[src/rtl/fifo_rd_packer_pkg.sv]
`default_nettype none
// +----------------------------------------------------------------------+
// | Module     : fifo_rd_packer_pkg                                      |
// | Description: Shared defaults, state encoding and lane-index helper   |
// |              for the FIFO read-side packer.                          |
// | Revision   : 1.0                                                     |
// +----------------------------------------------------------------------+
package fifo_rd_packer_pkg;

    localparam int DATA_WIDTH_DEF = 8;

    typedef enum logic [0:0] {
        ST_FILL = 1'b0,
        ST_HOLD = 1'b1
    } state_e;

    // A single-bit index is kept even for degenerate ratios so vectors never collapse.
    function automatic int lane_bits(input int n);
        return (n <= 2) ? 1 : $clog2(n);
    endfunction

endpackage
`default_nettype wire

[src/rtl/fifo_rd_packer_if.sv]
`default_nettype none
// +----------------------------------------------------------------------+
// | Module     : fifo_rd_packer_if                                       |
// | Description: FIFO read port plus packed output stream.               |
// | Revision   : 1.0                                                     |
// +----------------------------------------------------------------------+
interface fifo_rd_packer_if #(
    parameter int DATA_WIDTH = 8,
    parameter int PACK_RATIO = 4,
    parameter int CNT_WIDTH  = 16
);
    logic                             R_EMPTY;
    logic [DATA_WIDTH-1:0]            R_DATA;
    logic                             RINC;
    logic                             FLUSH;
    logic                             O_READY;
    logic                             O_VALID;
    logic [DATA_WIDTH*PACK_RATIO-1:0] O_DATA;
    logic [PACK_RATIO-1:0]            O_KEEP;
    logic [CNT_WIDTH-1:0]             O_WORD_CNT;

    // master: the packer; slave: FIFO plus downstream sink
    modport master (
        input  R_EMPTY, R_DATA, FLUSH, O_READY,
        output RINC, O_VALID, O_DATA, O_KEEP, O_WORD_CNT
    );

    modport slave (
        output R_EMPTY, R_DATA, FLUSH, O_READY,
        input  RINC, O_VALID, O_DATA, O_KEEP, O_WORD_CNT
    );
endinterface
`default_nettype wire

[src/rtl/fifo_rd_packer_out_slot.sv]
`default_nettype none
// +----------------------------------------------------------------------+
// | Module     : fifo_rd_packer_out_slot                                 |
// | Description: Single output register with valid/ready hold and an    |
// |              accepted-word counter.                                  |
// | Revision   : 1.0                                                     |
// +----------------------------------------------------------------------+
module fifo_rd_packer_out_slot #(
    parameter int WORD_WIDTH = 32,
    parameter int KEEP_WIDTH = 4,
    parameter int CNT_WIDTH  = 16
) (
    input  wire logic                  clk,
    input  wire logic                  rst_n,
    input  wire logic                  i_load,
    input  wire logic [WORD_WIDTH-1:0] i_data,
    input  wire logic [KEEP_WIDTH-1:0] i_keep,
    input  wire logic                  i_ready,
    output logic                       o_free,
    output logic                       o_valid,
    output logic [WORD_WIDTH-1:0]      o_data,
    output logic [KEEP_WIDTH-1:0]      o_keep,
    output logic [CNT_WIDTH-1:0]       o_word_cnt
);

    logic                  r_valid;
    logic [WORD_WIDTH-1:0] r_data;
    logic [KEEP_WIDTH-1:0] r_keep;
    logic [CNT_WIDTH-1:0]  r_cnt;

    always_ff @(posedge clk) begin
        if (!rst_n) begin
            r_valid <= 1'b0;
            r_data  <= '0;
            r_keep  <= '0;
            r_cnt   <= '0;
        end else begin
            if (r_valid && i_ready) begin
                r_cnt <= r_cnt + CNT_WIDTH'(1);
            end
            // i_load is only raised while o_free, so a held word is never overwritten
            if (i_load) begin
                r_valid <= 1'b1;
                r_data  <= i_data;
                r_keep  <= i_keep;
            end else if (i_ready) begin
                r_valid <= 1'b0;
            end
        end
    end

    assign o_free     = ~r_valid | i_ready;
    assign o_valid    = r_valid;
    assign o_data     = r_data;
    assign o_keep     = r_keep;
    assign o_word_cnt = r_cnt;

endmodule
`default_nettype wire

[src/rtl/fifo_rd_packer.sv]
`default_nettype none
// +----------------------------------------------------------------------+
// | Module     : fifo_rd_packer                                          |
// | Description: Pops FIFO entries and packs PACK_RATIO lanes into one   |
// |              output word; FLUSH emits a masked partial word.         |
// | Revision   : 1.0                                                     |
// +----------------------------------------------------------------------+
module fifo_rd_packer
    import fifo_rd_packer_pkg::*;
#(
    parameter int DATA_WIDTH = DATA_WIDTH_DEF,
    parameter int PACK_RATIO = 4,
    parameter int CNT_WIDTH  = 16
) (
    input  wire logic          R_CLK,
    input  wire logic          R_RST,
    fifo_rd_packer_if.master   bus
);

    localparam int LANE_BITS  = lane_bits(PACK_RATIO);
    localparam int WORD_WIDTH = DATA_WIDTH * PACK_RATIO;
    localparam logic [LANE_BITS-1:0] C_LAST_LANE = LANE_BITS'(PACK_RATIO - 1);

    state_e                r_state;
    logic [LANE_BITS-1:0]  r_idx;
    logic [WORD_WIDTH-1:0] r_acc;
    logic                  r_flush_pend;

    state_e                w_state_nxt;
    logic [LANE_BITS-1:0]  w_idx_nxt;
    logic [WORD_WIDTH-1:0] w_acc_nxt;
    logic [WORD_WIDTH-1:0] w_acc_wr;
    logic                  w_flush_nxt;
    logic                  w_pop;
    logic                  w_last;
    logic                  w_slot_free;
    logic                  w_load;
    logic [WORD_WIDTH-1:0] w_load_data;
    logic [PACK_RATIO-1:0] w_load_keep;
    logic [PACK_RATIO-1:0] w_part_keep;

    assign w_pop    = R_RST & ~bus.R_EMPTY & (r_state == ST_FILL) & ~r_flush_pend;
    assign w_last   = w_pop & (r_idx == C_LAST_LANE);
    assign bus.RINC = w_pop;

    always_comb begin
        w_part_keep = '0;
        for (int i = 0; i < PACK_RATIO; i++) begin
            w_part_keep[i] = (i < int'(r_idx));
        end
    end

    always_comb begin
        w_acc_wr = r_acc;
        if (w_pop) begin
            w_acc_wr[int'(r_idx)*DATA_WIDTH +: DATA_WIDTH] = bus.R_DATA;
        end
    end

    always_ff @(posedge R_CLK) begin
        if (!R_RST) begin
            r_state      <= ST_FILL;
            r_idx        <= '0;
            r_acc        <= '0;
            r_flush_pend <= 1'b0;
        end else begin
            r_state      <= w_state_nxt;
            r_idx        <= w_idx_nxt;
            r_acc        <= w_acc_nxt;
            r_flush_pend <= w_flush_nxt;
        end
    end

    // Every emission clears the accumulator so unused lanes of a partial word read as zero.
    always_comb begin
        w_state_nxt = r_state;
        w_idx_nxt   = r_idx;
        w_acc_nxt   = r_acc;
        w_flush_nxt = r_flush_pend;
        w_load      = 1'b0;
        w_load_data = r_acc;
        w_load_keep = '0;
        case (r_state)
            ST_FILL: begin
                if (r_flush_pend) begin
                    if (w_slot_free) begin
                        w_load      = 1'b1;
                        w_load_keep = w_part_keep;
                        w_idx_nxt   = '0;
                        w_acc_nxt   = '0;
                        w_flush_nxt = 1'b0;
                    end
                end else if (w_last) begin
                    if (w_slot_free) begin
                        w_load      = 1'b1;
                        w_load_data = w_acc_wr;
                        w_load_keep = '1;
                        w_idx_nxt   = '0;
                        w_acc_nxt   = '0;
                    end else begin
                        w_acc_nxt   = w_acc_wr;
                        w_state_nxt = ST_HOLD;
                    end
                end else if (w_pop) begin
                    w_acc_nxt   = w_acc_wr;
                    w_idx_nxt   = r_idx + LANE_BITS'(1);
                    w_flush_nxt = bus.FLUSH;
                end else if (bus.FLUSH && (r_idx != '0)) begin
                    w_flush_nxt = 1'b1;
                end
            end
            ST_HOLD: begin
                if (w_slot_free) begin
                    w_load      = 1'b1;
                    w_load_keep = '1;
                    w_idx_nxt   = '0;
                    w_acc_nxt   = '0;
                    w_state_nxt = ST_FILL;
                end
            end
            default: begin
                w_state_nxt = ST_FILL;
            end
        endcase
    end

    fifo_rd_packer_out_slot #(
        .WORD_WIDTH (WORD_WIDTH),
        .KEEP_WIDTH (PACK_RATIO),
        .CNT_WIDTH  (CNT_WIDTH)
    ) u_out_slot (
        .clk        (R_CLK),
        .rst_n      (R_RST),
        .i_load     (w_load),
        .i_data     (w_load_data),
        .i_keep     (w_load_keep),
        .i_ready    (bus.O_READY),
        .o_free     (w_slot_free),
        .o_valid    (bus.O_VALID),
        .o_data     (bus.O_DATA),
        .o_keep     (bus.O_KEEP),
        .o_word_cnt (bus.O_WORD_CNT)
    );

endmodule
`default_nettype wire

[src/flat_wrapper.sv]
// flat-port wrapper written by rule: the top's interface ports become plain ports
module fifo_rd_packer_flat import fifo_rd_packer_pkg::*;
#(
    parameter int DATA_WIDTH = DATA_WIDTH_DEF,
    parameter int PACK_RATIO = 4,
    parameter int CNT_WIDTH  = 16
)
  (R_CLK, R_RST, bus_R_EMPTY, bus_R_DATA, bus_FLUSH, bus_O_READY, bus_RINC, bus_O_VALID, bus_O_DATA, bus_O_KEEP, bus_O_WORD_CNT);
  fifo_rd_packer_if #(.DATA_WIDTH(DATA_WIDTH), .PACK_RATIO(PACK_RATIO), .CNT_WIDTH(CNT_WIDTH)) bus_i ();
  input  wire logic R_CLK;
  input  wire logic R_RST;
  input wire logic [$bits(bus_i.R_EMPTY)-1:0] bus_R_EMPTY;
  input wire logic [$bits(bus_i.R_DATA)-1:0] bus_R_DATA;
  input wire logic [$bits(bus_i.FLUSH)-1:0] bus_FLUSH;
  input wire logic [$bits(bus_i.O_READY)-1:0] bus_O_READY;
  output wire logic [$bits(bus_i.RINC)-1:0] bus_RINC;
  output wire logic [$bits(bus_i.O_VALID)-1:0] bus_O_VALID;
  output wire logic [$bits(bus_i.O_DATA)-1:0] bus_O_DATA;
  output wire logic [$bits(bus_i.O_KEEP)-1:0] bus_O_KEEP;
  output wire logic [$bits(bus_i.O_WORD_CNT)-1:0] bus_O_WORD_CNT;
  assign bus_i.R_EMPTY = bus_R_EMPTY;
  assign bus_i.R_DATA = bus_R_DATA;
  assign bus_i.FLUSH = bus_FLUSH;
  assign bus_i.O_READY = bus_O_READY;
  assign bus_RINC = bus_i.RINC;
  assign bus_O_VALID = bus_i.O_VALID;
  assign bus_O_DATA = bus_i.O_DATA;
  assign bus_O_KEEP = bus_i.O_KEEP;
  assign bus_O_WORD_CNT = bus_i.O_WORD_CNT;
  fifo_rd_packer #(.DATA_WIDTH(DATA_WIDTH), .PACK_RATIO(PACK_RATIO), .CNT_WIDTH(CNT_WIDTH)) u_core (.R_CLK(R_CLK), .R_RST(R_RST), .bus(bus_i));
endmodule
[config.mk]
export PLATFORM = sky130hd
export DESIGN_NAME = fifo_rd_packer_flat
export DESIGN_NICKNAME = d
export VERILOG_FILES = /design/src/rtl/fifo_rd_packer_pkg.sv /design/src/rtl/fifo_rd_packer_if.sv /design/src/rtl/fifo_rd_packer_out_slot.sv /design/src/rtl/fifo_rd_packer.sv /design/src/flat_wrapper.sv
export SDC_FILE = /design/constraint.sdc
export NUM_CORES = 1
export LEC_CHECK = 0
export BUFFER_PORTS_ARGS = -buffer_cell sky130_fd_sc_hd__buf_2
export CAP_MARGIN = 15
export CORE_MARGIN = 2
export CORE_UTILIZATION = 50
export CTS_BUF_LIST = sky130_fd_sc_hd__clkbuf_16
export DETAILED_ROUTE_END_ITERATION = 10
export GPL_TIMING_DRIVEN = 1
export PLACE_DENSITY_LB_ADDON = 0.25
export RECOVER_POWER = 50
export SLEW_MARGIN = 5
export SYNTH_ARGS = -nofsm -noshare
export SYNTH_HDL_FRONTEND = slang
export SYNTH_HIERARCHICAL = 1
export SYNTH_SLANG_ARGS = --single-unit
[constraint.sdc]
create_clock -name R_CLK -period 7.45 [get_ports R_CLK]
set_input_delay 0.3725 -clock R_CLK [delete_from_list [all_inputs] [get_ports R_CLK]]
set_output_delay 0.3725 -clock R_CLK [all_outputs]
set_load 0.005 [all_outputs]
==> reports/qor.yml <==
final_layout:
  seq_area_um2: 1780
  nets: 540
  syn_to_final_growth_pct: 15.3
  layout-drive-gt1-share: 0.146
  final_common_cell: "dfxtp_1"
  fillCellCount: 696
  antenna_cells: 0
  multi_input_area_um2: 2050
  fin_util: 0.597
  final_cell_mix: "dfxtp_1 (89), nand2_1 (87), nor2_1 (55)"
floorplan:
  fp.coreArea_um2: 7730
  io_pins: 67
  dieArea_um2: 8720
  start_util: 0.517
  die_x_um: 93.4
  fp.dieH_um: 93.4
  rows: 32
drt:
  drc: 0
  drtIter0Drc: 224
  ant_nets: 0
  first_pass_iters: 5
  drt_wl_total_um: 9310
  dr_total_vias: 3531
  post_drt_wl_per_cell_um: 14.8
  via_per_inst: 5.62
logic_synthesis:
  synthFlopType: "dfxtp_1"
  synth_largest_area_cell: "dfxtp_1"
  synth_edf_count: 0
  netlist.area_leader.share: 0.446
  ys_seq_elements: 89
  syn_area_um2: 4000
  netlist_instances: 470
  synth_fp_nets: 489
  ys_types: 49
  async_reset_ff_frac: 0
  synth_area_per_cell_um2: 8.50
  ys_warn_count: 6
  synthTopCellsByArea: "dfxtp_1 (45%), mux2i_1 (9.0%), nand2_1 (8.3%), nor2_1 (5.2%), o21ai_0 (3.1%)"
  ys_seq_area_frac: 0.446
grt:
  grt_max_degree: 54
  grt_pass1_vias: 3144
  grtUsageTotal: 0.216
  grt_pass1_wl_um: 15100
  antenna_found_initial: 0
  grt.overflow.total: 0
timing:
  fmax_ghz: 0.309
  drv_slew: 54
  hold_violations: 0
  fin_ws_ns: 4.21
  rsz0062_at_grt: "false"
  fin_skew_ns: 0.00580
  holdWs_ns: 0.308
  worst_pin_slew_ns: 1.57
  slew_headroom: -0.0501
  fin_crit_ns: 3.24
  period_share: 0.434
  finalSetupTns_ns: 0
  finalSetupViolations: 0
pwr:
  max-vdd-ir-drop_mv: 0.125
  power.density_nw_per_um2: 216
  p_leak_uw: 0.00176
  finalPower_uw: 996
worst_setup_path:
  worstPathMaxFanout: 21
  crit_path_start_kind: "flop"
  cp.required_ns: 7.60
  crit_type: "reg2reg"
  arrival_ns: 3.39
  worstSetupEndpointType: "flop"
placed_design:
  port-buffer-count: 66
  place_congestion: 0.876
  place_ws_ns: 4.15
  dpl.hpwl_um: 6190
clock_network:
  clk_pin_slew_worst_paths_ns: 0.06
  cts_max_path_buffers: 2
  cts_hold_buffers: 0
  cts_made_buffers: 9
  cts.sinks: 89
  clkLatencyLatePin_ns: 0.33
  cts_tree: "built"
  cts.repair.resized: 0
  htreeDepth: 3
  post_cts_buffers: 0
  clockRootBuffer: "clkbuf_16"
job:
  drv_cap: 1
run_status:
  status: "finished, violations left"
  violations: "capacitance limit, slew limit"
hold_path:
  hold_path_class: "in2reg"
routing by layer:
layer,part of all wire,vias to the layer above,GRT usage
met3,0.063,13,0.0459
li1,-,1749,-
met4,0.015,0,0.0735
met2,0.45,116,0.330
met5,0,-,0
met1,0.47,1653,0.304
critical path, stage by stage (launching register included):
cell and delay, ns:
dfxtp_1 0.46, ha_1 0.37, nor4b_2 0.45, nand3_1 0.49
nand2_2 0.71, buf_12 0.27, mux2i_1 0.22, nor2_1 0.06
cell type report:
class / count / share of cell area
flip-flops and latches: 89 / 0.387
multi-input cells: 344 / 0.444
repair buffers: 67 / 0.0711
clock inverters: 7 / 0.0133
inverters: 10 / 0.00841
clock buffers: 9 / 0.0489
well taps: 102 / 0.0277
cell usage after synthesis, drive strengths merged, types with 2 or more instances:
master	count
a21oi	14
a22o	12
and3	4
and4	3
buf	11
clkbuf	16
dfxtp	89
ha	6
inv	9
mux2i	36
nand2	88
nand2b	5
nand3	14
nand3b	2
nand4	8
nor2	55
nor2b	4
nor3	8
nor3b	2
nor4	3
o21ai	25
o22ai	16
o2bb2ai	5
o31ai	5
or2	4
or3	3
xnor2	6
xor2	5
final timing paths:
check	start	endpoint	slack (ns)	cells after the start
max	u_core/r_idx[0]$_SDFFE_PN0P_	u_core/u_out_slot/o_data[26]$_SDFFE_PN0P_	4.21	7
min	bus_FLUSH	u_core/r_flush_pend$_SDFFE_PN0N_	0.31	3
max reg2reg	u_core/r_idx[0]$_SDFFE_PN0P_	u_core/u_out_slot/o_data[26]$_SDFFE_PN0P_	4.21	7
min reg2reg	u_core/r_acc[4]$_SDFFE_PN0P_	u_core/r_acc[4]$_SDFFE_PN0P_	0.46	2
logic make-up after synthesis:
kind of cell	after synthesis	synth area share
and+or+nand+nor	208	0.244
DFF	89	0.446
AOI/OAI and AO/OA	83	0.133
buffers and inverters	37	0.0441
muxes	36	0.0902
xor gates and xnor gates	11	0.0241
adders and majority gates	6	0.0188
where the power goes:
part | total, uW | internal [uW] | switching, uW
Combinational | 76.2 | 25.2 | 51.0
Clock | 435 | 256 | 179
Sequential | 485 | 481 | 4.44
Total | 996 | 762 | 234
registers in the layout (all words and copies together) (netlist names):
| name | cells |
|---|---|
| u_core/r_state | 1 |
| u_core/u_out_slot/o_data | 32 |
| u_core/r_acc | 32 |
| u_core/r_idx | 2 |
| u_core/u_out_slot/o_valid | 1 |
| u_core/u_out_slot/o_keep | 4 |
| u_core/u_out_slot/o_word_cnt | 16 |
| u_core/r_flush_pend | 1 |
stage by stage:
stage                     cells  cell area (um^2)
final                       628              4610
after global routing        628              4610
after detailed placement    611              4320
after floorplan             470              4000
after global placement      611              4320
after CTS                   627              4610
Note: power is estimated with default switching activity, not from simulation.
